### config.mk
export PLATFORM = sky130hd
export DESIGN_NAME = lif_param_sequencer_flat
export DESIGN_NICKNAME = d
export VERILOG_FILES = /design/src/rtl/lif_param_sequencer_if.sv /design/src/rtl/lif_param_sequencer.sv /design/src/flat_wrapper.sv
export SDC_FILE = /design/constraint.sdc
export NUM_CORES = 1
export LEC_CHECK = 0
export ABC_AREA = 1
export CORE_MARGIN = 4
export CORE_UTILIZATION = 50
export CTS_BUF_LIST = sky130_fd_sc_hd__clkbuf_8 sky130_fd_sc_hd__clkbuf_16
export DETAILED_ROUTE_END_ITERATION = 10
export GPL_TIMING_DRIVEN = 0
export PLACE_DENSITY = 0.91
export SYNTH_ARGS = -nofsm -noshare
export SYNTH_HDL_FRONTEND = slang
export SYNTH_SLANG_ARGS = --single-unit
### constraint.sdc
create_clock -name clk -period 2.2 [get_ports clk]
set_clock_uncertainty 0.1 [all_clocks]
set_input_delay 0.22 -clock clk [delete_from_list [all_inputs] [get_ports clk]]
set_output_delay 0.22 -clock clk [all_outputs]
set_load 0.01 [all_outputs]
### src/rtl/lif_param_sequencer_if.sv
// Requester handshake and loader serial pins of the LIF parameter sequencer.
// master = requesters + loader side, slave = the sequencer.
interface lif_param_sequencer_if;
  logic        req0_valid;
  logic [55:0] req0_cfg;
  logic        req0_ready;
  logic        req1_valid;
  logic [55:0] req1_cfg;
  logic        req1_ready;
  logic        ser_data;
  logic        ser_load_en;
  logic        ack_ready;

  modport master (
    output req0_valid, req0_cfg, req1_valid, req1_cfg, ack_ready,
    input  req0_ready, req1_ready, ser_data, ser_load_en
  );

  modport slave (
    input  req0_valid, req0_cfg, req1_valid, req1_cfg, ack_ready,
    output req0_ready, req1_ready, ser_data, ser_load_en
  );
endinterface

### src/rtl/lif_param_sequencer.sv
// Round-robin arbiter + 56-bit serializer feeding the LIF serial parameter loader.
// Optional LIF_SEQ_RETRY_EN: retransmit a frame once after its first ack timeout.
module lif_param_sequencer #(
  parameter int unsigned GAP_CYCLES     = 2,
  parameter int unsigned TIMEOUT_CYCLES = 16
) (
  input  logic                        clk,
  input  logic                        reset_n,
  input  logic                        enable_i,
  lif_param_sequencer_if.slave        bus,
  output logic                        busy_o,
  output logic                        grant_id_o,
  output logic                        done_o,
  output logic                        err_o,
  output logic [7:0]                  frame_count_o
`ifdef LIF_SEQ_RETRY_EN
  ,
  output logic                        retry_active_o
`endif
);

  localparam logic [2:0] S_IDLE     = 3'd0;
  localparam logic [2:0] S_PREAMBLE = 3'd1;
  localparam logic [2:0] S_SHIFT    = 3'd2;
  localparam logic [2:0] S_WAIT_ACK = 3'd3;
  localparam logic [2:0] S_GAP      = 3'd4;

  localparam int unsigned CNT_MAX = (TIMEOUT_CYCLES > GAP_CYCLES) ? TIMEOUT_CYCLES : GAP_CYCLES;
  localparam int unsigned CNT_W   = $clog2(CNT_MAX + 1);

  logic [2:0]       state_q, state_d;
  logic [55:0]      shift_q, shift_d;
  logic [5:0]       bit_cnt_q, bit_cnt_d;
  logic [CNT_W-1:0] wait_cnt_q, wait_cnt_d;
  logic             grant_q, grant_d;
  logic             last_grant_q, last_grant_d;
  logic             done_q, done_d;
  logic             err_q, err_d;
  logic [7:0]       frame_count_q, frame_count_d;
`ifdef LIF_SEQ_RETRY_EN
  logic [55:0]      shadow_q, shadow_d;
  logic             retry_q, retry_d;
`endif

  logic win0, win1, accept0, accept1;

  // Contested cycle goes to the requester not served last.
  assign win0    = bus.req0_valid & (~bus.req1_valid | last_grant_q);
  assign win1    = bus.req1_valid & (~bus.req0_valid | ~last_grant_q);
  assign accept0 = (state_q == S_IDLE) & enable_i & win0;
  assign accept1 = (state_q == S_IDLE) & enable_i & win1;

  assign bus.req0_ready  = accept0;
  assign bus.req1_ready  = accept1;
  assign bus.ser_load_en = (state_q == S_PREAMBLE) | (state_q == S_SHIFT);
  assign bus.ser_data    = (state_q == S_SHIFT) & shift_q[55];

  assign busy_o        = (state_q != S_IDLE);
  assign grant_id_o    = grant_q;
  assign done_o        = done_q;
  assign err_o         = err_q;
  assign frame_count_o = frame_count_q;
`ifdef LIF_SEQ_RETRY_EN
  assign retry_active_o = retry_q;
`endif

  always_comb begin
    // NOTE: every next-state signal gets a default before the case so no path
    // leaves one unassigned, which would infer a latch.
    state_d       = state_q;
    shift_d       = shift_q;
    bit_cnt_d     = bit_cnt_q;
    wait_cnt_d    = wait_cnt_q;
    grant_d       = grant_q;
    last_grant_d  = last_grant_q;
    done_d        = 1'b0;
    err_d         = 1'b0;
    frame_count_d = frame_count_q;
`ifdef LIF_SEQ_RETRY_EN
    shadow_d      = shadow_q;
    retry_d       = retry_q;
`endif

    case (state_q)
      S_IDLE: begin
        if (accept0 || accept1) begin
          shift_d      = accept1 ? bus.req1_cfg : bus.req0_cfg;
          grant_d      = accept1;
          last_grant_d = accept1;
          state_d      = S_PREAMBLE;
`ifdef LIF_SEQ_RETRY_EN
          shadow_d     = accept1 ? bus.req1_cfg : bus.req0_cfg;
`endif
        end
      end
      S_PREAMBLE: begin
        bit_cnt_d = '0;
        state_d   = S_SHIFT;
      end
      S_SHIFT: begin
        shift_d   = {shift_q[54:0], 1'b0};
        bit_cnt_d = bit_cnt_q + 6'd1;
        if (bit_cnt_q == 6'd55) begin
          wait_cnt_d = '0;
          state_d    = S_WAIT_ACK;
        end
      end
      S_WAIT_ACK: begin
        // Ack is checked first so a late ack in the timeout cycle still counts.
        if (bus.ack_ready) begin
          done_d        = 1'b1;
          frame_count_d = frame_count_q + 8'd1;
          wait_cnt_d    = '0;
          state_d       = S_GAP;
`ifdef LIF_SEQ_RETRY_EN
          retry_d       = 1'b0;
`endif
        end else if (wait_cnt_q == CNT_W'(TIMEOUT_CYCLES)) begin
          wait_cnt_d = '0;
          state_d    = S_GAP;
`ifdef LIF_SEQ_RETRY_EN
          if (!retry_q) begin
            retry_d = 1'b1;
            shift_d = shadow_q;
          end else begin
            retry_d = 1'b0;
            err_d   = 1'b1;
          end
`else
          err_d      = 1'b1;
`endif
        end else begin
          wait_cnt_d = wait_cnt_q + 1'b1;
        end
      end
      S_GAP: begin
        if (wait_cnt_q == CNT_W'(GAP_CYCLES - 1)) begin
`ifdef LIF_SEQ_RETRY_EN
          state_d = retry_q ? S_PREAMBLE : S_IDLE;
`else
          state_d = S_IDLE;
`endif
        end else begin
          wait_cnt_d = wait_cnt_q + 1'b1;
        end
      end
      default: state_d = S_IDLE;
    endcase
  end

  // Everything freezes while enable_i is low, which also stretches done/err.
  always_ff @(posedge clk or negedge reset_n) begin
    if (!reset_n) begin
      state_q       <= S_IDLE;
      shift_q       <= '0;
      bit_cnt_q     <= '0;
      wait_cnt_q    <= '0;
      grant_q       <= 1'b0;
      last_grant_q  <= 1'b1;
      done_q        <= 1'b0;
      err_q         <= 1'b0;
      frame_count_q <= '0;
`ifdef LIF_SEQ_RETRY_EN
      shadow_q      <= '0;
      retry_q       <= 1'b0;
`endif
    end else if (enable_i) begin
      // NOTE: non-blocking assignments so every register samples pre-edge values.
      state_q       <= state_d;
      shift_q       <= shift_d;
      bit_cnt_q     <= bit_cnt_d;
      wait_cnt_q    <= wait_cnt_d;
      grant_q       <= grant_d;
      last_grant_q  <= last_grant_d;
      done_q        <= done_d;
      err_q         <= err_d;
      frame_count_q <= frame_count_d;
`ifdef LIF_SEQ_RETRY_EN
      shadow_q      <= shadow_d;
      retry_q       <= retry_d;
`endif
    end
  end

endmodule
### src/flat_wrapper.sv
// flat-port wrapper written by rule: the top's interface ports become plain ports
module lif_param_sequencer_flat 
#(
  parameter int unsigned GAP_CYCLES     = 2,
  parameter int unsigned TIMEOUT_CYCLES = 16
)
  (clk, reset_n, enable_i, busy_o, grant_id_o, done_o, err_o, frame_count_o, bus_req0_valid, bus_req0_cfg, bus_req1_valid, bus_req1_cfg, bus_ack_ready, bus_req0_ready, bus_req1_ready, bus_ser_data, bus_ser_load_en);
  lif_param_sequencer_if bus_i ();
  input  logic clk;
  input  logic reset_n;
  input  logic enable_i;
  output logic busy_o;
  output logic grant_id_o;
  output logic done_o;
  output logic err_o;
  output logic [7:0] frame_count_o;
  input wire logic [$bits(bus_i.req0_valid)-1:0] bus_req0_valid;
  input wire logic [$bits(bus_i.req0_cfg)-1:0] bus_req0_cfg;
  input wire logic [$bits(bus_i.req1_valid)-1:0] bus_req1_valid;
  input wire logic [$bits(bus_i.req1_cfg)-1:0] bus_req1_cfg;
  input wire logic [$bits(bus_i.ack_ready)-1:0] bus_ack_ready;
  output wire logic [$bits(bus_i.req0_ready)-1:0] bus_req0_ready;
  output wire logic [$bits(bus_i.req1_ready)-1:0] bus_req1_ready;
  output wire logic [$bits(bus_i.ser_data)-1:0] bus_ser_data;
  output wire logic [$bits(bus_i.ser_load_en)-1:0] bus_ser_load_en;
  assign bus_i.req0_valid = bus_req0_valid;
  assign bus_i.req0_cfg = bus_req0_cfg;
  assign bus_i.req1_valid = bus_req1_valid;
  assign bus_i.req1_cfg = bus_req1_cfg;
  assign bus_i.ack_ready = bus_ack_ready;
  assign bus_req0_ready = bus_i.req0_ready;
  assign bus_req1_ready = bus_i.req1_ready;
  assign bus_ser_data = bus_i.ser_data;
  assign bus_ser_load_en = bus_i.ser_load_en;
  lif_param_sequencer #(.GAP_CYCLES(GAP_CYCLES), .TIMEOUT_CYCLES(TIMEOUT_CYCLES)) u_core (.clk(clk), .reset_n(reset_n), .enable_i(enable_i), .bus(bus_i), .busy_o(busy_o), .grant_id_o(grant_id_o), .done_o(done_o), .err_o(err_o), .frame_count_o(frame_count_o));
endmodule
==> results.ini <==
[outcome]
status=finished, final reports clean

[floorplanning]
initial_utilization=0.5133
core-area_sq_um=10280
die-width_um=110.7
die_h_um=110.7
die-area_sq_um=12260
fp-row-count=37
io_pins=134

[place]
dpl.hpwl_um=10130
port_buffers=133
place.gp.congestion=0.8320
placed_cells_incl_taps=1070

[sta]
tns_ns=0
finalHoldViolations=0
clock.fmax_mhz=470.5
worst_slew_pin_slew_ns=0.4683
slew-limit-headroom=0.6878
setup_viol=0
fin_crit_sh=0.9662
rsz0062_at_grt=false
period_needed_ns=2.126
drv_slew=0

[route]
post_drt_wl_per_cell_um=12.63
drt_wl_total_um=13760
post-route-drc-count=0
postRouteAntennaNets=0
dr_total_vias=5353
first_pass_iters=7
via_per_inst=4.916
dr.first_iter.drc_count=429

[critical_path]
crit_slowest_cell=clkdlybuf4s50_1
worst-path-buf-inv=3
crit_family=buffers and inverters
crit_path_start_kind=flop
path_cells=nor2_4 > buf_4 > buf_4 > nand2_1 > clkdlybuf4s50_1
critPathCaptureType=output pin
cp.arrival_ns=1.81
cp_max_fo=4
worstSetupPathType=flop to output pin
cp_slowest_stage_delay_ns=0.50
crit_path_frequent_cell=buf_4
required_ns=1.88

[synthesis]
synthFlopType=dfrtp_1
synth_area_sq_um=5275
synth-edff-count=0
ys_warn_count=0
synth_nets=923
ys_types=28
synth_seq_cells=82
synthArstFlopShare=1.000
syn_avg_cell_area_sq_um=6.594
yosys-top-cells-area=dfrtp_1, nand2_1, o21bai_1
ys_seq_area_frac=0.3892
syn_inst=800
synth_top_area_frac=0.3843
yosysTopAreaCell=dfrtp_1

[cts]
ctsLongestPathBuffers=2
cts-root-buf=clkbuf_8
clock_insertion_delay_worst_skew_ns=0.35
cts.clk_slew.worst_paths_ns=0.08
tritoncts=done
cts_sinks=82
cts_buffers=9
htree_levels=3

[cells_and_area]
fin_cells=1089
fin_nets=1072
nFillCells=873
drive_gt1_frac=0.06925
area_growth_pct=34.44
antenna_cells=0

[pwr]
cellLeakagePower_nw=3.688
clkPwrFrac=0.162
power_frac_seq=0.347
swShare=0.4251
p_comb_frac=0.491
vdd_drop_max_uv=503.1
p_switching_mw=3.043
p_int_mw=4.116
power_density_nw_per_um2=1009

[global_route]
grt_pass1_wl_um=23020
antenna_found_initial=0
grt_usage=0.2219
first_global_vias=4951
overflow=0
grt_max_degree=51

[worst_hold_path]
hold_class=primary input to async pin

[run]
maxCapViolCount=0

==> metrics by stage <==
stage	utilization	worst slack (ns)	hold WS [ns]	area (sq um)	power, mW
after detailed placement	0.6618	-0.3418	0.08755	6802	5.886
after global placement	0.6594	-2.122	0.3583	6777	5.773
after floorplan	-	0.5630	-0.1756	5275	4.783
final	0.6900	0.07442	0.2735	7092	7.159
after global routing	0.6900	0.002489	0.3262	7092	7.801
after CTS	0.6887	0.01896	0.2519	7078	7.151
==> cells by family (layout without fill, tap and decap cells) <==
group,count (synthesis),after routing,share of synthesized area
simple gates,508,508,0.3911
buf+inv,129,282,0.1010
flops,82,82,0.3892
compound gates,67,67,0.09179
xor+xnor,9,9,0.01494
fa+ha+maj,5,5,0.01186
==> worst reg2reg max path: stages (launching register included) <==
cell	delay [ns]
dfrtp_2	0.45
nor2_4	0.16
buf_4	0.15
nand3_4	0.10
nor2_4	0.15
buf_4	0.14
buf_4	0.19
buf_4	0.19
nand2_1	0.06
nand3_1	0.09
nand2_1	0.07
nand2_1	0.07
nand2_1	0.05
==> cell type report <==
type                            count  area, sq um  area share
Clock inverter                      6        83.83     0.01182
Buffer                             43        234.0     0.03299
Sequential cell                    82         2056      0.2899
Clock buffer                        9        123.9     0.01747
Timing Repair Buffer              138         1388      0.1957
Inverter                           86        322.8     0.04552
Multi-Input combinational cell    589         2714      0.3827
Tap cell                          136        170.2     0.02399
==> flip-flops by register name (all words and copies together) (netlist names) <==
signal and flops:
u_core.bit_cnt_q 6, u_core.done_o 1, u_core.err_o 1, u_core.frame_count_o 8, u_core.grant_id_o 1, u_core.last_grant_q 1, u_core.shift_q 56, u_core.state_q 3
u_core.wait_cnt_q 5
==> final timing paths <==
path                       cells past startpoint           startpoint                      end  slack (ns)
min reg2reg                                    2  u_core.last_grant_q      u_core.last_grant_q        0.38
min in group clk                               2  u_core.last_grant_q      u_core.last_grant_q        0.38
max in group asynchronous                      3              reset_n       u_core.shift_q[52]        1.13
max reg2reg                                   12    u_core.state_q[2]       u_core.shift_q[33]        0.14
min                                            2              reset_n  u_core.frame_count_o[1]        0.27
max                                            5    u_core.state_q[2]                   busy_o        0.07
==> power by group through the flow <==
| stage | logic [mW] | clock network [mW] | registers [mW] |
|---|---|---|---|
| 2_1_floorplan | 2.36 | 0 | 2.43 |
| 3_3_place_gp | 3.31 | 0 | 2.47 |
| 3_5_place_dp | 3.40 | 0 | 2.49 |
| 4_1_cts | 3.51 | 1.17 | 2.47 |
| 5_1_grt | 4.00 | 1.23 | 2.56 |
| 6_report | 3.52 | 1.16 | 2.48 |
==> cell usage after synthesis (2+ instances only) <==
cell type,number
buf_4,7
nor2_2,2
dfrtp_1,81
xor2_1,5
o31ai_1,2
xnor2_1,4
ha_1,5
nor3_1,2
buf_1,5
nand2_1,401
nand3_1,74
nand3_2,2
inv_1,82
o21bai_1,55
o21ai_0,7
clkbuf_1,13
inv_2,4
nand4_1,10
buf_2,18
nor2_1,13
==> timing repair <==
item / 4_1_cts / 5_1_grt
hold buffers: 1 / 0
endpoints found under the setup margin: 4 / 6
hold endpoints to repair: 31 / 0
pin swaps: 2 / 1
setup buffers: 2 / 1
resized for setup: 18 / 5
==> per-layer routing <==
metal,track usage,share of wire
met1,0.3040,0.46
met2,0.3645,0.47
met3,0.03766,0.056
met5,0,0
met4,0.06076,0.013
==> placed cells by master (no fill, tap or decap), types with 3 or more instances in the layout <==
cell type / n
buf_1: 4
buf_2: 15
buf_4: 13
clkbuf_1: 11
clkbuf_8: 10
clkdlybuf4s50_1: 129
dfrtp_1: 79
ha_1: 5
inv_1: 83
inv_2: 4
nand2_1: 400
nand3_1: 74
nand4_1: 10
nor2_1: 11
nor2_2: 3
o21ai_0: 7
o21bai_1: 55
xnor2_1: 4
xor2_1: 5
Note: power is estimated with default switching activity, not from simulation.
